**src/rtl/alu_shift_add_mult_if.sv**
```systemverilog
// alu_shift_add_mult_if: Start/Done/Ack handshake and operand/product bus of the sequential multiplier
interface alu_shift_add_mult_if;
   logic       Start;
   logic       Ack;
   logic [3:0] Multiplicand;
   logic [3:0] Multiplier;
   logic [7:0] Product;
   logic       Busy;
   logic       Done;
   modport master(output Start, Ack, Multiplicand, Multiplier, input Product, Busy, Done);
   modport slave(input Start, Ack, Multiplicand, Multiplier, output Product, Busy, Done);
endinterface

```
**src/rtl/alu_shift_add_mult.sv**
```systemverilog
// alu_shift_add_mult: 4x4 shift-add multiplier iterating one alu_4_bit once per clock.
// Macro ALU_MULT_SIGNED_EN selects radix-2 Booth on two's-complement operands.
module alu_4_bit (
   input  logic [3:0] A,
   input  logic [3:0] B,
   input  logic [1:0] Opr,
   input  logic       AINV,
   input  logic       BNEG,
   output logic [3:0] RESULT,
   output logic       COUT,
   output logic       OVERFLOW
);
   logic [3:0] a;
   logic [3:0] b;
   logic [4:0] sum;
   always_comb begin
      a        = AINV ? ~A : A;
      b        = BNEG ? ~B : B;
      sum      = {1'b0, a} + {1'b0, b} + {4'b0, BNEG};
      OVERFLOW = (a[3] == b[3]) && (sum[3] != a[3]);
      COUT     = sum[4];
      RESULT   = Opr == 2'd0 ? a & b :
                 Opr == 2'd1 ? a | b :
                 Opr == 2'd2 ? sum[3:0] : {3'b0, sum[3] ^ OVERFLOW};
   end
endmodule

module alu_shift_add_mult (
   input logic                 Clk,
   input logic                 Reset,
   alu_shift_add_mult_if.slave bus
);
   typedef enum logic [1:0] {IDLE, COMPUTE, DONE} state_t;
   state_t     state_q, state_d;
   logic [3:0] m_q, m_d;
   logic [3:0] p_hi_q, p_hi_d;
   logic [3:0] p_lo_q, p_lo_d;
   logic [1:0] cnt_q, cnt_d;
   logic [7:0] product_q, product_d;
   logic [3:0] alu_result;
   logic       alu_cout;
   logic       alu_ovf;
   logic       alu_unused;
   logic       bneg;
   logic [3:0] hi;
   logic       c;
`ifdef ALU_MULT_SIGNED_EN
   logic       q_m1_q, q_m1_d;
   logic       step;
   assign alu_unused = alu_cout;
`else
   assign alu_unused = alu_ovf;
`endif

   alu_4_bit u_alu (
      .A(p_hi_q), .B(m_q), .Opr(2'd2), .AINV(1'b0), .BNEG(bneg),
      .RESULT(alu_result), .COUT(alu_cout), .OVERFLOW(alu_ovf)
   );

   assign bus.Product = product_q;
   assign bus.Busy    = state_q == COMPUTE;
   assign bus.Done    = state_q == DONE;

   always_comb begin
      state_d   = state_q;
      m_d       = m_q;
      p_hi_d    = p_hi_q;
      p_lo_d    = p_lo_q;
      cnt_d     = cnt_q;
      product_d = product_q;
      bneg      = 1'b0;
`ifdef ALU_MULT_SIGNED_EN
      q_m1_d    = q_m1_q;
      step      = p_lo_q[0] ^ q_m1_q;
      bneg      = state_q == COMPUTE && p_lo_q[0] && !q_m1_q;
      hi        = step ? alu_result : p_hi_q;
      // sign of the true 5-bit sum, so an overflowing subtract still shifts in correctly
      c         = step ? alu_result[3] ^ alu_ovf : p_hi_q[3];
`else
      {c, hi}   = p_lo_q[0] ? {alu_cout, alu_result} : {1'b0, p_hi_q};
`endif
      if (state_q == IDLE && bus.Start) begin
         m_d     = bus.Multiplicand;
         p_hi_d  = 4'h0;
         p_lo_d  = bus.Multiplier;
         cnt_d   = 2'd0;
`ifdef ALU_MULT_SIGNED_EN
         q_m1_d  = 1'b0;
`endif
         state_d = COMPUTE;
      end else if (state_q == COMPUTE) begin
         p_hi_d = {c, hi[3:1]};
         p_lo_d = {hi[0], p_lo_q[3:1]};
         cnt_d  = cnt_q + 2'd1;
`ifdef ALU_MULT_SIGNED_EN
         q_m1_d = p_lo_q[0];
`endif
         if (cnt_q == 2'd3) begin
            product_d = {c, hi, p_lo_q[3:1]};
            state_d   = DONE;
         end
      end else if (state_q == DONE && bus.Ack) begin
         state_d = IDLE;
      end
   end

   always_ff @(posedge Clk) begin
      if (Reset) begin
         state_q   <= IDLE;
         m_q       <= 4'h0;
         p_hi_q    <= 4'h0;
         p_lo_q    <= 4'h0;
         cnt_q     <= 2'd0;
         product_q <= 8'h00;
`ifdef ALU_MULT_SIGNED_EN
         q_m1_q    <= 1'b0;
`endif
      end else begin
         state_q   <= state_d;
         m_q       <= m_d;
         p_hi_q    <= p_hi_d;
         p_lo_q    <= p_lo_d;
         cnt_q     <= cnt_d;
         product_q <= product_d;
`ifdef ALU_MULT_SIGNED_EN
         q_m1_q    <= q_m1_d;
`endif
      end
   end
endmodule

```
**src/flat_wrapper.sv**
```systemverilog
// flat-port wrapper written by rule: the top's interface ports become plain ports
module alu_shift_add_mult_flat 
  (Clk, Reset, bus_Start, bus_Ack, bus_Multiplicand, bus_Multiplier, bus_Product, bus_Busy, bus_Done);
  alu_shift_add_mult_if bus_i ();
  input logic Clk;
  input logic Reset;
  input wire logic [$bits(bus_i.Start)-1:0] bus_Start;
  input wire logic [$bits(bus_i.Ack)-1:0] bus_Ack;
  input wire logic [$bits(bus_i.Multiplicand)-1:0] bus_Multiplicand;
  input wire logic [$bits(bus_i.Multiplier)-1:0] bus_Multiplier;
  output wire logic [$bits(bus_i.Product)-1:0] bus_Product;
  output wire logic [$bits(bus_i.Busy)-1:0] bus_Busy;
  output wire logic [$bits(bus_i.Done)-1:0] bus_Done;
  assign bus_i.Start = bus_Start;
  assign bus_i.Ack = bus_Ack;
  assign bus_i.Multiplicand = bus_Multiplicand;
  assign bus_i.Multiplier = bus_Multiplier;
  assign bus_Product = bus_i.Product;
  assign bus_Busy = bus_i.Busy;
  assign bus_Done = bus_i.Done;
  alu_shift_add_mult u_core (.Clk(Clk), .Reset(Reset), .bus(bus_i));
endmodule
```
**config.mk**
```make
export PLATFORM = sky130hd
export DESIGN_NAME = alu_shift_add_mult_flat
export DESIGN_NICKNAME = d
export VERILOG_FILES = /design/src/rtl/alu_shift_add_mult_if.sv /design/src/rtl/alu_shift_add_mult.sv /design/src/flat_wrapper.sv
export SDC_FILE = /design/constraint.sdc
export NUM_CORES = 1
export LEC_CHECK = 0
export ABC_AREA = 1
export CORE_UTILIZATION = 30
export CTS_BUF_LIST = sky130_fd_sc_hd__clkbuf_16
export DETAILED_ROUTE_END_ITERATION = 8
export HOLD_SLACK_MARGIN = 0.05
export SKIP_CTS_REPAIR_TIMING = 1
export SYNTH_ARGS = -nofsm -noshare
export SYNTH_HDL_FRONTEND = slang
export SYNTH_SLANG_ARGS = --single-unit
```
**constraint.sdc**
```tcl
create_clock -name Clk -period 3.9 [get_ports Clk]
set_clock_uncertainty 0.1 [all_clocks]
set_input_delay 0.78 -clock Clk [delete_from_list [all_inputs] [get_ports Clk]]
set_output_delay 0.78 -clock Clk [all_outputs]
set_load 0.01 [all_outputs]
```
Word-level counts from Yosys, hierarchy flattened
Cells that the tools add are included.
- bits of input ports: 12
- output and inout port bits: 10
- bits in registers: 24
- logic and storage cells: 32
- bitwise operators: 1
- eq/ne operators: 5
- multiplexer cells: 7
- add/sub/neg operators: 2
- reduce and logical (&&, ||, !) cells: 10
- operators by type and width (cell ; count):
    two-way mux 4 bit ; 2
    two-way mux 2 bit ; 3
    adder 4 x 4 -> 5 bit ; 1
    two-way mux 5 bit ; 1
    equality test 2 bit (second input constant) ; 2
    AND reduction 2 bit ; 2
    nonzero test 2 bit ; 2
    != test 3 x 1 -> 1 bit (second input constant) ; 1
    AND reduction 3 bit ; 1
    nonzero test 3 bit ; 1
    adder 2 x 1 -> 2 bit (second input constant) ; 1
    equality test 2 x 1 -> 1 bit (second input constant) ; 1
    logical AND 1 bit ; 2
    zero test 2 bit ; 1
    != test 2 x 1 -> 1 bit (second input constant) ; 1
    OR reduction 2 bit ; 1
    two-way mux 1 bit ; 1
    NOT 1 bit ; 1

Longest topological paths before layout
- depth after elaboration: 5
- mapped depth: 9
- depth with buffers taken out: 9

Hierarchy
A second synthesis with hierarchy kept.
- cells, all modules: 230
- area, all modules: 1534.0 um^2
- modules (own cells, without submodules) (module ; cells each ; area each (um^2) ; seq. area each (um^2) ; instances):
    alu_shift_add_mult ; 154 ; 1058.5 ; 480.5 ; 1
    alu_4_bit ; 76 ; 475.5 ; 0.0 ; 1

Worst setup path after synthesis
Ideal clock, no wire load.
- kind: reg2out
- from: reg u_core.state_q[0]
- to: out bus_Busy
- path buffers: 1
- required time: 3.020 ns
- stages on the path, launching flop included: 4
- path slack: 2.334 ns
- arrival: 0.686 ns
- path through: dfxtp_1 inv_2 nor2_4 buf_6
- longest elaborated chain between the ends: 1
- ends and longest elaborated chain (element ; RTL line ; RTL):
    start, declared ; alu_shift_add_mult.sv:34 ; state_t state_q, state_d;
    start signal, assigned ; alu_shift_add_mult.sv:119 ; state_q <= state_d;
    equality test 2 x 1 -> 1 bit ; alu_shift_add_mult.sv:61 ; assign bus.Busy = state_q == COMPUTE;
    end, declared ; flat_wrapper.sv:12 ; output wire logic [$bits(bus_i.Busy)-1:0] bus_Busy;
No other way between the ends.

Final worst setup path
Same ends and word-level chain as after synthesis.

==> metrics <==
Skew-Pair Late Insertion Delay 0.26 ns; Initial DRC Count 31; die area 4080 um2; status finished clean; CP endpoint kind primary output; I/O Buffers 21; vias after detailed routing 982; actual transition at the worst max-transition pin 0.497 ns; commonest cells in the netlist nand2_1, dfxtp_1, inv_1, a21oi_1, o21ai_0; Antenna Cells 0; number of remaining DRC errors 0; top cell type's share of synthesized area 41.9%; FILL cells 384; Cells after Synth 144; CP max FO 12; largest cells by area after synthesis dfxtp_1, nand2_1, a21oi_1; H-tree Lvls 1; RSZ-0062 raised after global routing no; worst path required time 3.02 ns; Max stage delay cell, worst path clkdlybuf4s50_1; post-synth top area cell dfxtp_1; # nets final 186; Achievable Freq 402 MHz; Worst path max stage delay 0.61 ns; CP top delay family buffers and inverters; antenna-violating nets left 0; top-count cell post-synth nand2_1; Total GRT Usage 13.6%; Area Overhead vs Synth 31.1%; initial antenna violation count 0; Mapped Area 1150 um2; DP HPWL 1850 um; WP buf/inv 2; routed length per instance 11.1 um; CTS tree built; Final Hold Violating Endpoints 0; Final Power 0.000631 W; layout cell share with drive strength beyond 1 10.2%; crit-path cells inv_2 > nor2_4 > clkdlybuf4s50_1; Clock Sinks 24; FP Rows 22; relative slew slack 66.8%; Synth cell types 25; vias per cell 4.57; Initial Util 31.3%; Synth async-reset ratio 0%; register area share after synthesis 41.9%; TritonRoute pass-1 iters 4; core area 3660 um2; flop and latch count out of synthesis 24; Num CTS Buffers 3; Setup TNS Final 0 ns; Tcrit/Tclk final 63.8%; Clk pin slew, worst setup/hold paths 0.06 ns; pre-CTS setup slack 1.57 ns; mean post-synth cell area 7.97 um2; maximum VDD drop 0.140 mV; post-layout min period 2.49 ns; first-pass GRT wire length 4250 um; Placed Cells 211; syn nets 162; setup ws final 1.41 ns; Die H 63.8 um; root buf cell clkbuf_16; ys flop type dfxtp_1; pin count of the biggest net entering global routing 15; Die Span X 63.8 um; post-route insts no fill 215; IO Count 22; worst-case clock buffer depth 2; Core Util, Final 41.1%; hold crit path type reg2reg; Slew Limit Fails 0; Worst EP arrival 1.61 ns; number of synthesized flops with an enable pin 0; PD cells 420 nW/um2; max-cap violations 0; YS warnings 0; vias in the first global route 990; total grt overflow 0; CP Class reg2out; RePlAce Congestion 0.813; final setup vio count 0; final WL 2380 um; Pleak 0.611 nW; CP Launch Type flop
[kinds of logic after synthesis]
group	synth area share (%)
XOR/XNOR	0.763
AO/OA/AOI/OAI	17.9
AND/OR/NAND/NOR	22.9
adder cells (fa/ha/maj)	7.20
flip-flops	41.9
buffers and inverters	9.38
[where the power goes]
group,internal (W),switching [W]
Combinational,0.0000323,0.0000429
Clock,0.000204,0.0000860
Sequential,0.000257,0.00000898
Total,0.000493,0.000138
[path summary, 6_finish.rpt]
check | end | start | cells past startpoint | slack [ns]
worst max-delay path | bus_Busy | u_core.state_q[0] | 3 | 1.41
worst min-delay path | u_core.bus.Product[1] | u_core.bus.Product[1] | 2 | 0.37
worst max register to register | u_core.bus.Product[7] | u_core.p_hi_q[0] | 8 | 2.21
worst min register to register | u_core.bus.Product[1] | u_core.bus.Product[1] | 2 | 0.37
[worst register-to-register path, delay by kind of cell (launching register included)]
family | cells | cell delay [ns]
AOI/OAI and AO/OA | 3 | 0.41
adders and majority gates | 2 | 0.56
buffers and inverters | 2 | 0.15
DFF | 1 | 0.35
and+or+nand+nor | 1 | 0.06
[layer usage]
layer	part of all wire (%)	up-vias	global-route usage, %
met5	0	-	0
met4	2.5	0	7.67
met3	4.2	5	2.50
met2	47	24	23.7
met1	46	439	15.4
li1	-	514	-
[placed cells by master, fill, tap and decap left out, types with 2 or more instances in the layout]
cell type         n
inv_4             2
o21ai_0          12
a31oi_1           3
nor2_4            2
nand2_1          33
nand3_1           6
clkbuf_16         3
a21oi_2           2
inv_2             2
a21oi_1          14
ha_1              5
o21a_1            2
clkdlybuf4s50_1  21
inv_1            16
dfxtp_1          24
nor2_1           10
[through the flow]
stage	hold WS (ns)	instance area (um2)
3_3_place_gp	0.354	1400
6_report	0.367	1500
4_1_cts	0.368	1500
2_1_floorplan	0.343	1150
5_1_grt	0.390	1500
3_5_place_dp	0.360	1400
[cell type report]
type / count / area (um2) / area share (%)
multi-input combinational: 97 / 559 / 37.2
sequential: 24 / 480 / 31.9
timing repair buffer: 21 / 210 / 14.0
inverter: 21 / 88.8 / 5.91
clock buffer: 3 / 75.1 / 4.99
tap: 48 / 60.1 / 3.99
clock inverter: 1 / 30.0 / 2.00
[registers in the layout, indices dropped and copies added (netlist names)]
signal	flops
u_core.bus.Product	8
u_core.m_q	4
u_core.p_hi_q	4
u_core.p_lo_q	4
u_core.cnt_q	2
u_core.state_q	2
No activity file was read; power rests on OpenSTA's default activity.
